[src/rtl/spi_slave_port.sv]
// SPI mode-0 responder, MSB first. The SPI pins are oversampled in the clk
// domain. MOSI is deserialised into W-bit words. A one-entry TX holding
// buffer is serialised onto MISO, and each word boundary reloads the shifter
// from that buffer.
module spi_slave_port #(
   parameter int W = 32
) (
   input  logic         clk,
   input  logic         rst,
   input  logic         spi_clk,
   input  logic         cs_n,
   input  logic         mosi,
   output logic         miso,
   input  logic [W-1:0] tx_data,
   input  logic         tx_load,
   output logic         tx_ready,
   output logic         tx_underrun,
   output logic [W-1:0] rx_data,
   output logic         rx_valid,
   output logic         busy
);

   localparam int CNT_W = (W > 1) ? $clog2(W) : 1;
   localparam logic [CNT_W-1:0] LAST_BIT = CNT_W'(W - 1);

   typedef enum logic {IDLE, SHIFT} state_t;

   state_t             state, state_nxt;
   logic               sclk_p0, sclk_p1, sclk_p2;
   logic               cs_p0, cs_p1, cs_p2;
   logic               mosi_p0, mosi_p1;
   logic               sclk_rise, sclk_fall, cs_rise, cs_fall;
   logic [W-2:0]       rx_shift;
   logic [W-1:0]       tx_shift;
   logic [W-1:0]       tx_buf;
   logic               buf_full;
   logic               reload;
   logic [CNT_W-1:0]   bit_cnt;
   logic               load_pt, rx_step, tx_step, abort;

   // Two-flop synchronisers plus a third stage for edge detection; mosi stops at p1 to line up with the edges
   always_ff @(posedge clk or posedge rst) begin
      if (rst) begin
         sclk_p0 <= 1'b0;
         sclk_p1 <= 1'b0;
         sclk_p2 <= 1'b0;
         cs_p0   <= 1'b1;
         cs_p1   <= 1'b1;
         cs_p2   <= 1'b1;
         mosi_p0 <= 1'b0;
         mosi_p1 <= 1'b0;
      end else begin
         sclk_p0 <= spi_clk;
         sclk_p1 <= sclk_p0;
         sclk_p2 <= sclk_p1;
         cs_p0   <= cs_n;
         cs_p1   <= cs_p0;
         cs_p2   <= cs_p1;
         mosi_p0 <= mosi;
         mosi_p1 <= mosi_p0;
      end
   end

   assign sclk_rise = sclk_p1 & ~sclk_p2;
   assign sclk_fall = ~sclk_p1 & sclk_p2;
   assign cs_fall   = ~cs_p1 & cs_p2;
   assign cs_rise   = cs_p1 & ~cs_p2;

   // FSM state register
   always_ff @(posedge clk or posedge rst) begin
      if (rst) state <= IDLE;
      else     state <= state_nxt;
   end

   // FSM next state: a frame runs from cs_n falling to cs_n rising
   always_comb begin
      state_nxt = state;
      case (state)
         IDLE:    if (cs_fall) state_nxt = SHIFT;
         SHIFT:   if (cs_rise) state_nxt = IDLE;
         default: state_nxt = IDLE;
      endcase
   end

   // FSM outputs: decode which datapath action this cycle performs; cs_rise masks any sclk edge
   always_comb begin
      busy    = (state == SHIFT);
      load_pt = 1'b0;
      rx_step = 1'b0;
      tx_step = 1'b0;
      abort   = 1'b0;
      case (state)
         IDLE: load_pt = cs_fall;
         SHIFT: begin
            if (cs_rise) begin
               abort = 1'b1;
            end else begin
               rx_step = sclk_rise;
               if (sclk_fall) begin
                  if (reload) load_pt = 1'b1;
                  else        tx_step = 1'b1;
               end
            end
         end
         default: abort = 1'b1;
      endcase
   end

   // Shift datapath: sample MOSI on rising edges, advance MISO on falling edges, reload at word boundaries
   always_ff @(posedge clk or posedge rst) begin
      if (rst) begin
         rx_shift    <= '0;
         tx_shift    <= '0;
         rx_data     <= '0;
         rx_valid    <= 1'b0;
         tx_underrun <= 1'b0;
         bit_cnt     <= '0;
         reload      <= 1'b0;
         miso        <= 1'b0;
      end else begin
         rx_valid    <= 1'b0;
         tx_underrun <= 1'b0;
         if (abort) begin
            rx_shift <= '0;
            tx_shift <= '0;
            bit_cnt  <= '0;
            reload   <= 1'b0;
            miso     <= 1'b0;
         end else begin
            if (rx_step) begin
               rx_shift <= {rx_shift[W-3:0], mosi_p1};
               if (bit_cnt == LAST_BIT) begin
                  rx_data  <= {rx_shift, mosi_p1};
                  rx_valid <= 1'b1;
                  bit_cnt  <= '0;
                  reload   <= 1'b1;
               end else begin
                  bit_cnt <= bit_cnt + CNT_W'(1);
               end
            end
            if (load_pt) begin
               reload <= 1'b0;
               if (buf_full) begin
                  tx_shift <= tx_buf;
                  miso     <= tx_buf[W-1];
               end else begin
                  tx_shift    <= '0;
                  miso        <= 1'b0;
                  tx_underrun <= 1'b1;
               end
            end else if (tx_step) begin
               tx_shift <= tx_shift << 1;
               miso     <= tx_shift[W-2];
            end
         end
      end
   end

   // Holding-buffer flag: a consume wins, and a load is accepted only while the buffer is empty
   always_ff @(posedge clk or posedge rst) begin
      if (rst) begin
         buf_full <= 1'b0;
      end else if (load_pt && buf_full) begin
         buf_full <= 1'b0;
      end else if (tx_load && !buf_full) begin
         buf_full <= 1'b1;
      end
   end

   // Holding-buffer data: captured only when a load is accepted
   always_ff @(posedge clk) begin
      if (tx_load && !buf_full) tx_buf <= tx_data;
   end

   assign tx_ready = ~buf_full;

endmodule

[config.mk]
export PLATFORM = sky130hd
export DESIGN_NAME = spi_slave_port
export DESIGN_NICKNAME = d
export VERILOG_FILES = /design/src/rtl/spi_slave_port.sv
export SDC_FILE = /design/constraint.sdc
export NUM_CORES = 1
export LEC_CHECK = 0
export CORE_AREA = 2 2 105 107
export DETAILED_ROUTE_END_ITERATION = 16
export DIE_AREA = 0 0 107 109
export PLACE_DENSITY = 0.79
export SYNTH_ARGS = -nofsm -noshare
export SYNTH_HDL_FRONTEND = slang
export SYNTH_SLANG_ARGS = --single-unit
[constraint.sdc]
create_clock -name clk -period 5.3 [get_ports clk]
set_clock_uncertainty 0.1 [all_clocks]
set_input_delay 1.06 -clock clk [delete_from_list [all_inputs] [get_ports clk]]
set_output_delay 1.06 -clock clk [all_outputs]
set_load 0.02 [all_outputs]
==> results.cfg <==
[cts]
cts_hold_buf = 0
insertion_delay_ns = 0.50
cts.sinks = 145
cts_inserted_buffers = 17
ctsResizeCount = 0
post_cts_buffers = 0
cts.htree.levels = 4
cts_tree = done
clk_pin_slew_ns = 0.06
cts-root-buf = clkbuf_8
clock_path_buffers = 2

[yosys]
yosysWarningCount = 0
syn_nets = 452
synth_edf_count = 32
synthArstFlopShare_pct = 77.9
synth_area_per_cell_um2 = 13.8
ys.flop_type = dfrtp_1
yosysSeqAreaShare_pct = 66.6
synth_area_um2 = 5690
yosysUniqueCellTypes = 40
synth_top_area_share_pct = 48.4
ys_ff_latch = 145
syn_inst = 412
synth.area.top_cells = dfrtp_1 48%, edfxtp_1 17%, mux2_4 7.7%
yosysTopAreaCell = dfrtp_1

[die]
io_pins = 75
start_util_pct = 53.7
die_h_um = 109
dieArea_um2 = 11700
die_w_um = 107
num_rows = 38
core_um2 = 10600

[setup_path]
r2r_start = bit_cnt[0]
end_kind = output pin
r2r_slack_ns = 3.06
worst_path_max_delay_cell = dfrtp_1
cp.required_ns = 4.14
startpoint_type = flop
critPathMaxStageDelay_ns = 0.80
worstSetupPathType = flop to output pin
path_cells = inv_1 > clkdlybuf4s50_1
worstPathArrival_ns = 2.08
worst-path-max-fanout = 34
reg2reg_depth = 5
r2r-end = rx_data[19]

[routing]
route.detailed.drc = 0
dr.pass1.iters = 4
first_iter_violations = 208
postRouteAntennaNets = 0
vias = 3519
wl_per_cell_um = 16.0
avgViaCountPerCell = 5.52
routed_wl_um = 10200

[finish]
antennaDiodeCount = 0
stdcell_count = 638
drive_gt1_share_pct = 16.3
fin_nets = 525
fillers = 724
area_growth_pct = 25.3

[place]
post-dp-hpwl_um = 6200
dp_slack_ns = 2.45
dpl.cell_count = 606
gp_congestion = 0.790
port_buffers = 74

[worst_hold_path]
hp-class = flop to flop
min_from = sclk_p0
worstHoldEndpoint = sclk_p1
min_path_cells = 0

[power_and_ir_drop]
peakVddDrop_mv = 0.237
powerDensity_nw_per_um2 = 396
cellLeakagePower_nw = 3.43

[timing]
rsz0062_at_grt = no
slew_headroom_pct = 21.8
slew_viol_final = 0
worst_slack_ns = 2.06
timing.fmax_ghz = 0.309
setup_violations = 0
fin_crit_sh_pct = 61.1
worst_pin_slew_ns = 1.17
hold_violations = 0
min_period_ns = 3.24
setup_tns_ns = 0

[global_route]
grt_pass1_wl_um = 17800
grt-ovfl-total = 0
grt_pass1_vias = 3581
antenna_found_initial = 0
grt_max_degree = 90
gr-usage-all-layers_pct = 19.5

[status]
status = finished, final reports clean

[run]
max_cap_viol_count = 0
[placed cells by master (no fill, tap or decap), types with 4 or more instances in the layout]
cell	instances
mux2_4	29
clkbuf_16	17
a221o_1	26
nand3_1	37
buf_4	6
dfrtp_1	110
clkinv_4	4
mux2i_1	6
nand2_1	68
o2bb2ai_1	5
and2_1	6
clkdlybuf4s50_1	74
and3_1	28
edfxtp_1	32
[through the flow]
step / instance area, µm² / total power, mW / utilization (%) / hold WS, ns
after floorplan: 5690 / 1.51 / - / 0.231
after global placement: 6510 / 1.59 / 61.4 / 0.235
after detailed placement: 6510 / 1.60 / 61.4 / 0.237
after CTS: 7130 / 2.84 / 67.3 / 0.251
after global routing: 7130 / 2.94 / 67.3 / 0.260
final: 7130 / 2.82 / 67.3 / 0.250
[cell type report]
cell class,instances,area [µm²],share of cell area [%]
inverters,4,17.5,0.246
well taps,140,175,2.46
clock buffers,19,453,6.35
flip-flops and latches,145,3790,53.2
repair buffers,80,786,11.0
multi-input cells,237,1740,24.3
clock inverters,13,174,2.44
[report_power, final]
group / switching (mW) / internal, mW / leakage, nW
Combinational: 0.117 / 0.118 / 1.30
Sequential: 0.0842 / 1.27 / 1.83
Clock: 0.470 / 0.767 / 0.302
[worst max-delay path by stage]
stage,from,endpoint,slack [ns],depth (start not counted)
2_1_floorplan,rst,bit_cnt[0],1.16,1
3_3_place_gp,rst,cs_p2,2.50,3
3_5_place_dp,rst,cs_p0,2.45,3
4_1_cts,buf_full,tx_ready,2.03,2
5_1_grt,buf_full,tx_ready,1.83,2
6_report,buf_full,tx_ready,2.06,2
[cells in the mapped netlist, types with 2 or more instances]
master     number
dfrtp_1       110
edfxtp_1       32
dfstp_2         3
nor2_1          2
nor2b_1         2
clkbuf_1       10
mux2_4         29
o2bb2ai_1       5
mux2_2          3
and2_1          6
nand3_1        37
a221o_1        26
ha_1            2
nand4b_1        2
buf_1           3
nand2_1        68
buf_2           6
buf_6           6
inv_1           4
a21oi_1         4
mux2i_1         6
and3_1         28
[sequential cells by signal, summed over array words and instances (netlist names)]
register / flops
rx_data: 32
tx_buf: 32
rx_shift: 31
tx_shift: 31
bit_cnt: 5
buf_full: 1
busy: 1
cs_p0: 1
cs_p1: 1
cs_p2: 1
miso: 1
mosi_p0: 1
mosi_p1: 1
reload: 1
rx_valid: 1
sclk_p0: 1
sclk_p1: 1
sclk_p2: 1
tx_underrun: 1
[cells by family (layout without fill, tap and decap cells)]
kind of cell / count (synthesis) / after routing / share of synthesized area [%]
compound gates: 41 / 41 / 6.73
fa+ha+maj: 3 / 3 / 0.615
buf+inv: 30 / 116 / 2.97
flops: 145 / 145 / 66.6
mux: 38 / 38 / 9.30
simple gates: 155 / 155 / 13.8
[metal layers]
metal | global-route usage [%] | vias up | wire length [µm]
met5 | 0 | - | 0
met4 | 7.24 | 0 | 114
met3 | 4.12 | 13 | 462
met2 | 32.1 | 126 | 5080
met1 | 26.0 | 1745 | 4540
li1 | - | 1635 | -
[worst max-delay path, delay by kind of cell, from the launching register on]
kind,cells,cell delay [ns]
flip-flops,1,0.80
buffers and inverters,2,0.78
Note: power is estimated with default switching activity, not from simulation.
